### src/rtl/address_generator_cofactor_hs_pkg.sv
// Shared types and constants for the cofactor address generator.
// Optional statistics counters are enabled with ADDR_GEN_COFACTOR_STATS_EN.
package cofactor_pkg;

   localparam int KIND_W = 2;

   localparam logic [2:0] ST_IDLE = 3'd0;
   localparam logic [2:0] ST_REQ  = 3'd1;
   localparam logic [2:0] ST_CAP  = 3'd2;
   localparam logic [2:0] ST_BASE = 3'd3;
   localparam logic [2:0] ST_PAIR = 3'd4;
   localparam logic [2:0] ST_NEW  = 3'd5;
   localparam logic [2:0] ST_DONE = 3'd6;

   typedef enum logic [KIND_W-1:0] {
      KIND_BASE = 2'd0,
      KIND_PAIR = 2'd1,
      KIND_NEW  = 2'd2
   } addr_kind_t;

endpackage

### src/rtl/address_generator_cofactor_hs_stats.sv
// Three saturating event counters for PAIR transfers, NEW transfers and
// skipped entries; cleared at every pass start. Built only under ADDR_GEN_COFACTOR_STATS_EN.
module cofactor_stats_counter #(
   parameter int W = 32
) (
   input  logic         clk,
   input  logic         rst,
   input  logic         clr,
   input  logic         inc_pair,
   input  logic         inc_new,
   input  logic         inc_skip,
   output logic [W-1:0] stat_pair,
   output logic [W-1:0] stat_new,
   output logic [W-1:0] stat_skip
);

   localparam logic [W-1:0] ONE = {{(W-1){1'b0}}, 1'b1};

   always_ff @(posedge clk or negedge rst) begin
      if (!rst) begin
         stat_pair <= '0;
         stat_new  <= '0;
         stat_skip <= '0;
      end else if (clr) begin
         stat_pair <= '0;
         stat_new  <= '0;
         stat_skip <= '0;
      end else begin
         if (inc_pair && stat_pair != '1) stat_pair <= stat_pair + ONE;
         if (inc_new  && stat_new  != '1) stat_new  <= stat_new  + ONE;
         if (inc_skip && stat_skip != '1) stat_skip <= stat_skip + ONE;
      end
   end

endmodule

### src/rtl/address_generator_cofactor_hs.sv
// Cofactor address generator: walks the amplitude vector issuing BASE then PAIR/NEW
// read addresses with ready/valid backpressure. Optional stats: ADDR_GEN_COFACTOR_STATS_EN.
module address_generator_cofactor_hs
   import cofactor_pkg::*;
#(
   parameter int NUM_QUBIT = 3,
   parameter int CNT_W     = 32
) (
   input  logic                 clk,
   input  logic                 rst,
   input  logic                 index_fifo_empty,
   input  logic [NUM_QUBIT:0]   index_in,
   output logic                 read_index,
   input  logic [CNT_W-1:0]     counter_vector,
   output logic [NUM_QUBIT-1:0] read_address,
   output logic [KIND_W-1:0]    address_kind,
   output logic                 address_valid,
   input  logic                 address_ready,
   output logic [CNT_W-1:0]     counter_vector_out,
   output logic                 done,
`ifdef ADDR_GEN_COFACTOR_STATS_EN
   output logic [CNT_W-1:0]     stat_pair,
   output logic [CNT_W-1:0]     stat_new,
   output logic [CNT_W-1:0]     stat_skip,
`endif
   output logic                 overflow
);

   localparam logic [CNT_W-1:0] ONE      = {{(CNT_W-1){1'b0}}, 1'b1};
   localparam logic [CNT_W-1:0] CAPACITY = ONE << NUM_QUBIT;

   logic [2:0]           state;
   logic [CNT_W-1:0]     vec_len;
   logic [CNT_W-1:0]     vec_upd;
   logic [CNT_W-1:0]     cnt;
   logic [NUM_QUBIT-1:0] idx_reg;
   logic                 pair_pend;
   logic                 overflow_q;

   logic                 handshake;
   logic                 last_entry;
   logic                 pass_start;
   logic                 cap_skip;
   logic [CNT_W-1:0]     idx_ext;

   assign handshake  = address_valid && address_ready;
   // Compared against the pre-increment count, so vec_len entries are consumed per pass.
   assign last_entry = (cnt == vec_len - ONE);
   assign pass_start = (state == ST_IDLE) && !index_fifo_empty;
   assign idx_ext    = {{(CNT_W-NUM_QUBIT){1'b0}}, index_in[NUM_QUBIT-1:0]};
   assign cap_skip   = (state == ST_CAP) && index_in[NUM_QUBIT] && !(idx_ext > cnt);

   // NOTE: state registers use non-blocking (<=) so every branch reads pre-edge values.
   always_ff @(posedge clk or negedge rst) begin
      if (!rst) begin
         state      <= ST_IDLE;
         vec_len    <= '0;
         vec_upd    <= '0;
         cnt        <= '0;
         idx_reg    <= '0;
         pair_pend  <= 1'b0;
         overflow_q <= 1'b0;
      end else begin
         case (state)
            ST_IDLE: if (pass_start) begin
               vec_len    <= counter_vector;
               vec_upd    <= counter_vector;
               cnt        <= '0;
               overflow_q <= 1'b0;
               state      <= (counter_vector == '0) ? ST_DONE : ST_REQ;
            end
            ST_REQ: if (!index_fifo_empty) state <= ST_CAP;
            ST_CAP: begin
               idx_reg <= index_in[NUM_QUBIT-1:0];
               if (cap_skip) begin
                  cnt   <= cnt + ONE;
                  state <= last_entry ? ST_DONE : ST_REQ;
               end else begin
                  pair_pend <= index_in[NUM_QUBIT];
                  state     <= ST_BASE;
               end
            end
            ST_BASE: if (handshake) begin
               if (pair_pend) begin
                  state <= ST_PAIR;
               end else if (vec_upd < CAPACITY) begin
                  state <= ST_NEW;
               end else begin
                  // Vector is full: drop the append and close the entry here.
                  overflow_q <= 1'b1;
                  cnt        <= cnt + ONE;
                  state      <= last_entry ? ST_DONE : ST_REQ;
               end
            end
            ST_PAIR: if (handshake) begin
               cnt   <= cnt + ONE;
               state <= last_entry ? ST_DONE : ST_REQ;
            end
            ST_NEW: if (handshake) begin
               vec_upd <= vec_upd + ONE;
               cnt     <= cnt + ONE;
               state   <= last_entry ? ST_DONE : ST_REQ;
            end
            ST_DONE: state <= ST_IDLE;
            default: state <= ST_IDLE;
         endcase
      end
   end

   // NOTE: every always_comb output gets a default first so no latch is inferred.
   always_comb begin
      address_valid = 1'b0;
      read_address  = '0;
      address_kind  = KIND_BASE;
      case (state)
         ST_BASE: begin
            address_valid = 1'b1;
            read_address  = cnt[NUM_QUBIT-1:0];
         end
         ST_PAIR: begin
            address_valid = 1'b1;
            read_address  = idx_reg;
            address_kind  = KIND_PAIR;
         end
         ST_NEW: begin
            address_valid = 1'b1;
            read_address  = vec_upd[NUM_QUBIT-1:0];
            address_kind  = KIND_NEW;
         end
         default: ;
      endcase
   end

   assign read_index         = (state == ST_REQ) && !index_fifo_empty;
   assign done               = (state == ST_DONE);
   assign overflow           = overflow_q;
   // vec_upd only moves during a pass, so it already holds the result after DONE.
   assign counter_vector_out = vec_upd;

`ifdef ADDR_GEN_COFACTOR_STATS_EN
   cofactor_stats_counter #(.W(CNT_W)) u_stats (
      .clk       (clk),
      .rst       (rst),
      .clr       (pass_start),
      .inc_pair  ((state == ST_PAIR) && handshake),
      .inc_new   ((state == ST_NEW) && handshake),
      .inc_skip  (cap_skip),
      .stat_pair (stat_pair),
      .stat_new  (stat_new),
      .stat_skip (stat_skip)
   );
`endif

endmodule
### config.mk
export PLATFORM = sky130hd
export DESIGN_NAME = address_generator_cofactor_hs
export DESIGN_NICKNAME = d
export VERILOG_FILES = /design/src/rtl/address_generator_cofactor_hs_pkg.sv /design/src/rtl/address_generator_cofactor_hs_stats.sv /design/src/rtl/address_generator_cofactor_hs.sv
export SDC_FILE = /design/constraint.sdc
export NUM_CORES = 1
export LEC_CHECK = 0
export ABC_AREA = 0
export CORE_MARGIN = 10
export CORE_UTILIZATION = 52
export DETAILED_ROUTE_END_ITERATION = 12
export PLACE_DENSITY = 0.88
export SKIP_CTS_REPAIR_TIMING = 1
export SYNTH_ARGS = -nofsm -noshare
export SYNTH_HDL_FRONTEND = slang
export SYNTH_SLANG_ARGS = --single-unit
### constraint.sdc
create_clock -name clk -period 3 [get_ports clk]
set_clock_uncertainty 0.1 [all_clocks]
set_input_delay 0.6 -clock clk [delete_from_list [all_inputs] [get_ports clk]]
set_output_delay 0.6 -clock clk [all_outputs]
set_load 0.005 [all_outputs]
# After elaboration in Yosys (flattened, before gate mapping)
# Cells that the tools add are included.
dict set report totals {
  mem_count 0
  latchBits 0
  register_bits 104
  ramBits 0
  wordCells 76
  mem_bits_ro 0
  output_inout_bits 41
}
dict set report op_classes {
  n_reduce_logical 20
  shifts 0
  magnitude_cmp 2
  div 0
  n_mux 28
  bitwise_logic 1
  eq_ne 15
  mul 0
  n_addsub 3
}
# operator n
set op_table {}
lappend op_table {{two-way mux 32 bit} 8}
lappend op_table {{case mux 32 bit (4 select lines)} 1}
lappend op_table {{adder 32 x 1 -> 32 bit (second input constant)} 2}
lappend op_table {{case mux 32 bit (2 select lines)} 1}
lappend op_table {{== test 32 bit} 1}
lappend op_table {{greater-than comparator 3 x 32 -> 1 bit} 1}
lappend op_table {{zero test 32 bit} 1}
lappend op_table {{less-than comparator 32 x 4 -> 1 bit (second input constant)} 1}
lappend op_table {{subtractor 32 x 1 -> 32 bit (second input constant)} 1}
lappend op_table {{two-way mux 3 bit} 9}
lappend op_table {{case mux 3 bit (5 select lines)} 1}
lappend op_table {{!= test 2 bit (second input constant)} 7}
lappend op_table {{== test 3 bit (second input constant)} 3}
lappend op_table {{case mux 3 bit (3 select lines)} 1}
lappend op_table {{AND reduction 7 bit} 1}
lappend op_table {{== test 3 x 2 -> 1 bit (second input constant)} 2}
lappend op_table {{logical AND 1 bit} 5}
lappend op_table {{two-way mux 1 bit} 5}
lappend op_table {{AND reduction 5 bit} 1}
lappend op_table {{case mux 2 bit (2 select lines)} 1}
lappend op_table {{AND reduction 2 bit} 2}
lappend op_table {{AND reduction 4 bit} 1}
lappend op_table {{nonzero test 2 bit} 2}
lappend op_table {{nonzero test 4 bit} 1}
lappend op_table {{9 further kinds} 10}

# Longest topological paths before layout
# Gate-level depths: netlist of run 1.
dict set report logic_depth {
  ltp_word 7
  mapped_depth 12
}

# Least setup slack after synthesis of run 1
# No wires, ideal clock.
dict set report synth_timing {
  path_type {reg2reg}
  startpoint {reg vec_len[0]}
  endpoint {reg state[0]}
  path_stages_with_launch 11
  n_path_buf 0
  period_less_slack_ns 2.947
  t_arrival_ns 2.723
  path_slack_ns 0.053
  setup_time_ns 0.124
  cell_sequence {dfrtp_1 inv_1 ha_1 nor3b_4 nand2_1 or4_1 a311oi_1 a211oi_1 nor4_4 a211oi_1 o31a_1}
}
dict set report synth_between {
  elab_chain_cells 7
  elab_cells_between_ends 9
  classes_between {add/sub: 1; eq/ne: 1; mux: 7}
}
# item line
set synth_rtl {}
lappend synth_rtl {{start: declaration} address_generator_cofactor_hs.sv:33} ;# logic [CNT_W-1:0] vec_len;
lappend synth_rtl {{start signal: assignment} address_generator_cofactor_hs.sv:66} ;# vec_len <= counter_vector;
lappend synth_rtl {{subtractor 32 x 1 -> 32 bit *} address_generator_cofactor_hs.sv:48} ;# assign last_entry = (cnt == vec_len - ONE);
lappend synth_rtl {{== test 32 bit *} address_generator_cofactor_hs.sv:48}
lappend synth_rtl {{two-way mux 3 bit *} -}
lappend synth_rtl {{two-way mux 3 bit} address_generator_cofactor_hs.sv:86} ;# end else if (vec_upd < CAPACITY) begin
lappend synth_rtl {{two-way mux 3 bit} address_generator_cofactor_hs.sv:84} ;# if (pair_pend) begin
lappend synth_rtl {{two-way mux 3 bit} address_generator_cofactor_hs.sv:83} ;# ST_BASE: if (handshake) begin
lappend synth_rtl {{case mux 3 bit (5 select lines) *} address_generator_cofactor_hs.sv:64} ;# case (state)
lappend synth_rtl {{end signal: assignment} address_generator_cofactor_hs.sv:70} ;# state <= (counter_vector == '0) ? ST_DONE : ST_REQ;
lappend synth_rtl {{end signal: assignment} address_generator_cofactor_hs.sv:92} ;# state <= last_entry ? ST_DONE : ST_REQ;
lappend synth_rtl {{end signal: assignment} address_generator_cofactor_hs.sv:97} ;# state <= last_entry ? ST_DONE : ST_REQ;
lappend synth_rtl {{end: declaration} address_generator_cofactor_hs.sv:32} ;# logic [2:0] state;
# Every way passes the cells marked *; elsewhere a longest branch is shown, timed or not. The select of a mux whose other input is x is not followed.
# A chain may end at the register's enable or synchronous reset.

# Worst setup path in the final report of run 1
dict set report layout_timing {
  startpoint {reg vec_len[11]}
  endpoint {reg state[0]}
}
# Same word-level chain as after synthesis.

==> summary.md, run 1 <==
| Metric | Value |
|---|---|
| Most frequent cells in the layout | nand2_1, dfrtp_1, clkdlybuf4s50_1, buf_4, nor2_1 |
| Placer congestion estimate | 0.933 |
| Utilization after layout | 0.668 |
| Sequential fraction of the synthesis area | 0.373 |
| Core Region | 13,200 µm² |
| Worst-Skew Late Latency | 0.37 ns |
| WS Path Type | flip-flop to flip-flop |
| Final Slew Violations | 0 |
| Async SR Flop Fraction | 1.00 |
| Register share of total power | 0.333 |
| Die ar. | 18,500 µm² |
| Residual DRC | 0 |
| #FFs+latches synth | 104 |
| Vias in the first global route | 6,765 |
| Root Buffer | clkbuf_16 |
| Area grow syn2layout | 26.3% |
| Failing checks | setup timing |
| Die Ht | 136 µm |
| PortBufs | 80 |
| Post-synth EDFFs | 0 |
| Vias per cell | 6.24 |
| P_sw | 3.39 mW |
| Largest net degree at the start of global routing | 67 |
| Starting DRT DRC Count | 717 |
| YS warnings | 0 |
| Final hold viol count | 0 |
| Min Tclk post-route | 3.04 ns |
| Vias | 7,304 |
| Worst Hold Class | input pin to async pin |
| Reg-to-Reg End | state[0] |
| Half-perimeter wire length after placement | 16.5 mm |
| Clock group share of total power | 0.155 |
| Post-Syn Area | 6980 µm² |
| Main flop type after synthesis | dfrtp_1 |
| Switching Share | 0.439 |
| Layout Nets | 1,035 |
| Worst-Margin Slew | 0.736 ns |
| Grt ovf | 0 |
| Rows | 42 |
| WP data arrival | 3.20 ns |
| Initial antenna violation count | 0 |
| Ratio of cells with drive above 1 in the final layout | 0.141 |
| Tot GR Track Use | 0.241 |
| Mapped Nets | 916 |
| Pre-CTS WS | -0.387 ns |
| Max-cap check violation count | 0 |
| Internal cell power | 4.34 mW |
| Post-synth cell types | 74 |
| Most common cell after layout, fill and taps aside | nand2_1 |
| Status | finished, violations left |
| Worst-path fanout max | 8 |
| Fmax | 329 MHz |
| Setup tns final | -0.0353 ns |
| H-Tree Depth | 3 |
| Reg2Reg Depth | 8 |
| Final worst setup slack | -0.0353 ns |
| Sink Count | 104 |
| Setup Viol. Count Final | 1 |
| DRT Pass-1 Iters | 5 |
| Combinational Power Share | 0.512 |
| Final wirelength | 22.4 mm |
| I/O Pins | 81 |
| Mapped Cells | 870 |
| CTS Buf Count | 9 |
| RSZ-0062 raised after global routing | yes |
| VDD IR-drop max | 0.537 mV |
| Post-route ant nets | 0 |
| Critical path capture point type | flip-flop |
| Starting density of the core | 0.529 |
| Reg2reg setup slack | -0.04 ns |
| Wirelength per Cell | 19.2 µm |
| Leak | 3.72 nW |
| Die Wd | 136 µm |
| RR Startpoint | vec_len[11] |
| Post-Syn Area per Cell | 8.02 µm² |
| CTS tree | done |
| Data required, critical path | 3.16 ns |
| Max-slew headroom | 0.505 |
| Longest Clk Path Bufs | 2 |
| Power Density | 877 nW/µm² |
| Clock slew at the register clock pins of the worst setup and hold paths | 0.08 ns |
| First-pass GRT wire length | 35.9 mm |
| Antenna cells | 0 |
| Setup crit start kind | flip-flop |
| Fin crit share | 1.01 |
==> power groups by stage <==
stage               combinational (mW)  sequential, mW  clock [mW]
floorplan                         2.19            2.42           0
global placement                  3.64            2.54           0
detailed placement                3.74            2.55           0
CTS                               3.76            2.53        1.20
global route                      4.33            2.65        1.26
finish                            3.96            2.57        1.20
==> critical path, stage by stage, from the launching register on <==
cell and delay [ns]:
dfrtp_1 0.41, nor4_4 0.40, nand3_4 0.17, o41a_4 0.50, a2111oi_4 0.41, nand4_2 0.22, nor4_4 0.35, a211oi_2 0.09
o31a_1 0.28
==> kinds of logic after synthesis <==
| family | count (synthesis) | synth area share |
|---|---|---|
| AO/OA/AOI/OAI | 174 | 0.166 |
| XOR/XNOR | 50 | 0.0627 |
| adder cells (fa/ha/maj) | 6 | 0.0108 |
| buffers and inverters | 67 | 0.0389 |
| flip-flops | 104 | 0.373 |
| multiplexers | 12 | 0.0177 |
| AND/OR/NAND/NOR | 457 | 0.331 |
==> per-stage QoR <==
step	hold WS, ns	power [mW]	area [µm²]	cells
after floorplan	0.204	4.61	6980	870
after global placement	0.391	6.18	8330	1147
after detailed placement	0.397	6.28	8330	1147
after CTS	0.133	7.49	8620	1163
after global routing	0.142	8.24	8810	1170
final	0.112	7.73	8810	1170
==> metal layers <==
layer | up-vias | GRT usage | share of wire
met4 | 0 | 0.100 | 0.040
li1 | 3389 | - | -
met2 | 376 | 0.371 | 0.46
met5 | - | 0 | 0
met3 | 48 | 0.0605 | 0.083
met1 | 3491 | 0.317 | 0.41
==> layout make-up <==
type | instances | area [µm²]
Sequential cell | 104 | 2610
Tap cell | 176 | 220
Timing Repair Buffer | 152 | 1370
Clock inverter | 6 | 57.6
Clock buffer | 10 | 229
Multi-Input combinational cell | 699 | 4250
Inverter | 23 | 86.3
Fill cell | 1055 | 4380
==> cell usage after synthesis (6+ instances only) <==
cell | instances | area (µm²)
o22ai_1 | 6 | 37.5
clkbuf_1 | 34 | 128
nor3_1 | 31 | 155
o21ai_0 | 57 | 285
mux2i_1 | 9 | 90.1
and2_1 | 7 | 43.8
xor2_1 | 23 | 201
and4_1 | 6 | 52.6
a211oi_1 | 8 | 60.1
dfrtp_1 | 104 | 2600
or3_1 | 19 | 119
and3_1 | 22 | 138
nor4_1 | 36 | 225
nand2_1 | 183 | 687
xnor2_1 | 27 | 236
a21oi_1 | 32 | 160
nor2_1 | 64 | 240
ha_1 | 6 | 75.1
a22oi_1 | 6 | 45.0
nand4_1 | 21 | 131
buf_2 | 7 | 35.0
inv_1 | 22 | 82.6
a31oi_1 | 7 | 43.8
a32oi_1 | 11 | 96.3
nand3_1 | 32 | 160
a311oi_1 | 6 | 52.6
==> how the worst max path moves through the flow <==
stage                            from        to  slack [ns]  depth (start not counted)
after floorplan            vec_len[0]  state[0]        0.05                         10
after global placement    index_in[1]   cnt[31]       -0.25                         12
after detailed placement  index_in[1]   cnt[31]       -0.39                         12
after CTS                  vec_len[0]  state[1]       -0.22                         10
after global routing      vec_len[11]  state[0]       -0.14                          8
final                     vec_len[11]  state[0]       -0.04                          8
No activity file was read; power rests on OpenSTA's default activity.
==> run 2, diff against run 1 <==
Settings changed: ABC_AREA 0 to 1, CORE_UTILIZATION 52 to 53.
==> summary.md, run 2 <==
| Metric | Value |
|---|---|
| Register area | 2600 µm² (about the same) |
| Post-Syn Area per Cell | 6.80 µm² (-15%) |
| Pre-CTS WS | 0.121 ns (+0.508 ns) |
| Post-synth EDFFs | 0 (unchanged) |
| Core Region | 14,400 µm² (+9.4%) |
| Critical path capture point type | output port |
| Largest net degree at the start of global routing | 59 (-12%) |
| Final hold viol count | 0 (unchanged) |
| Top post-synthesis cells by count | nand2_1, nor2_1, inv_1, dfrtp_1, xor2_1 |
| Largest cells by area after synthesis | dfrtp_1, nand2_1, nor2_1, xor2_1, inv_1 |
| Placer congestion estimate | 0.960 (+2.9%) |
| Fin crit share | 0.963 (-0.0486) |
| Wirelength per Cell | 16.8 µm (-12%) |
| Placed inst area | 8730 µm² (+4.8%) |
| DRT Pass-1 Iters | 5 (unchanged) |
| Sequential fraction of the synthesis area | 0.337 (-0.0354) |
| Worst-path fanout max | 30 (+22) |
| Antenna cells | 0 (unchanged) |
| Internal cell power | 3.93 mW (-9.3%) |
| I/O Pins | 81 (unchanged) |
| Setup crit start kind | flip-flop |
| Fmax | 346 MHz (+5.0%) |
| Area of the multi-input gates | 4500 µm² (+5.9%) |
| Share of the synthesized area in the top cell type | 0.337 (-0.0354) |
| Worst-Skew Late Latency | 0.37 ns (about the same) |
| Post-synth cell types | 43 (-42%) |
| Die Wd | 141 µm (+3.5%) |
| Min Tclk post-route | 2.89 ns (-0.146 ns) |
| Setup tns final | 0 ns (+0.0353 ns) |
| #FFs+latches synth | 104 (unchanged) |
| Post-Syn Area | 7710 µm² (+10%) |
| Switching Share | 0.474 (+0.0357) |
| RSZ-0062 raised after global routing | no |
| Combinational Power Share | 0.508 (-0.004) |
| Vias per cell | 5.82 (-6.8%) |
| P_sw | 3.55 mW (+4.8%) |
| Rows | 44 (+4.8%) |
| Final wirelength | 23.4 mm (+4.6%) |
| Most common cell after layout, fill and taps aside | nand2_1 |
| Data required, critical path | 2.30 ns (-0.86 ns) |
| Setup Viol. Count Final | 0 (-1) |
| Max-cap check violation count | 0 (unchanged) |
| Clock slew at the register clock pins of the worst setup and hold paths | 0.07 ns (about the same) |
| YS warnings | 0 (unchanged) |
| H-Tree Depth | 3 (unchanged) |
| Hold Slack | 0.0295 ns (-0.0822 ns) |
| CTS Buf Count | 9 (unchanged) |
| Root Buffer | clkbuf_16 |
| Vias | 8,114 (+11%) |
| Mapped Nets | 1,180 (+29%) |
| First-pass GRT wire length | 38.3 mm (+6.6%) |
| Clock group share of total power | 0.151 (-0.004) |
| VDD IR-drop max | 0.557 mV (+3.8%) |
| Area grow syn2layout | 16.9% |
| Filler cells | 1,277 (+21%) |
| Longest Clk Path Bufs | 2 (unchanged) |
| Main flop type after synthesis | dfrtp_1 |
| Power Density | 831 nW/µm² (-5.2%) |
| Async SR Flop Fraction | 1.00 (unchanged) |
| Final worst setup slack | 0.110 ns (+0.146 ns) |
| Tot GR Track Use | 0.233 (-0.00866) |
| Cell taking the most area after synthesis | dfrtp_1 |
| WP data arrival | 2.19 ns (-1.01 ns) |
| Most frequent cells in the layout | nand2_1, nor2_1, inv_1, dfrtp_1, clkdlybuf4s50_1 |
| Vias in the first global route | 7,749 (+15%) |
| CTS tree | done |
| Grt ovf | 0 (unchanged) |
| Half-perimeter wire length after placement | 17.8 mm (+7.7%) |
| Mapped Cells | 1,134 (+30%) |
| Ratio of cells with drive above 1 in the final layout | 0.0661 (-0.0748) |
| Initial antenna violation count | 0 (unchanged) |
| Leak | 4.07 nW (+9.2%) |
| Die ar. | 19,800 µm² (+7.1%) |
| Status | completed |
| Post-route ant nets | 0 (unchanged) |
| Starting DRT DRC Count | 864 (+21%) |
| Worst Hold Class | input pin to async pin |
| PortBufs | 80 (unchanged) |
| Residual DRC | 0 (unchanged) |
| Utilization after layout | 0.625 (-0.0433) |
| Reg2Reg Depth | 15 (+7) |
| Sink Count | 104 (unchanged) |
| Register share of total power | 0.342 (+0.009) |
| Design area | 9010 µm² (+2.3%) |
| WS Path Type | flip-flop to output port |
| Worst-Margin Slew | 0.597 ns (-0.140 ns) |
| Starting density of the core | 0.535 (+0.00547) |
| Most frequent cell after synthesis | nand2_1 |
| Final Slew Violations | 0 (unchanged) |
| Die Ht | 141 µm (+3.5%) |
| Max-slew headroom | 0.599 (+0.0940) |
| Layout Nets | 1,252 (+21%) |
## run 2: cell count changes in the layout (fill, tap and decap cells not counted), sizes merged, moves of 22 or more
cell,previous run,this run
and3,22,0
buf,73,14
inv,27,128
nand2,183,338
nor2,65,162
xor2,23,61
## run 2: final timing paths
| kind | startpoint | to | slack [ns] |
|---|---|---|---|
| max | state[0] | read_address[1] | 0.11 |
| min | rst | cnt[20] | 0.03 |
| max reg2reg | vec_len[0] | state[0] | 0.28 |
| min reg2reg | idx_reg[1] | idx_reg[1] | 0.38 |
| max in group asynchronous | rst | vec_len[15] | 2.12 |
| min in group clk | idx_reg[1] | idx_reg[1] | 0.38 |
## run 2: per-layer routing
layer,vias up,global-route usage,share of wire
met5,-,0,0
met4,0,0.104,0.038
li1,3840,-,-
met1,3744,0.293,0.41
met2,451,0.371,0.46
met3,79,0.0531,0.090
## run 2: cells by family after synthesis
kind of cell	after synthesis	synth area share
simple gates	652	0.383
buf+inv	161	0.0808
compound gates	137	0.105
flops	104	0.337
xor+xnor	74	0.0840
fa+ha+maj	6	0.00973
## run 2: final cells by class
type	instances	area share
inverter	129	0.0544
clock inverter	7	0.00541
timing repair buffer	93	0.102
multi-input combinational	869	0.499
tap	184	0.0255
clock buffer	9	0.0250
sequential	104	0.289
## run 2: power groups by stage
stage	sequential [mW]	combinational, mW	clock [mW]
final	2.56	3.80	1.13
after global routing	2.62	4.26	1.19
after CTS	2.54	3.77	1.12
after detailed placement	2.56	3.72	0
after global placement	2.54	3.63	0
after floorplan	2.38	2.57	0
## run 2: stage by stage
step	power (mW)	instances
floorplan	4.96	1134
global placement	6.17	1379
detailed placement	6.28	1379
CTS	7.43	1395
global route	8.07	1395
finish	7.49	1395
## run 2: critical path, cell delays in order (launching register included)
cell	delay [ns]
dfrtp_1	0.44
inv_1	0.14
nor3_4	0.27
inv_6	0.16
o221ai_1	0.25
clkdlybuf4s50_1	0.55
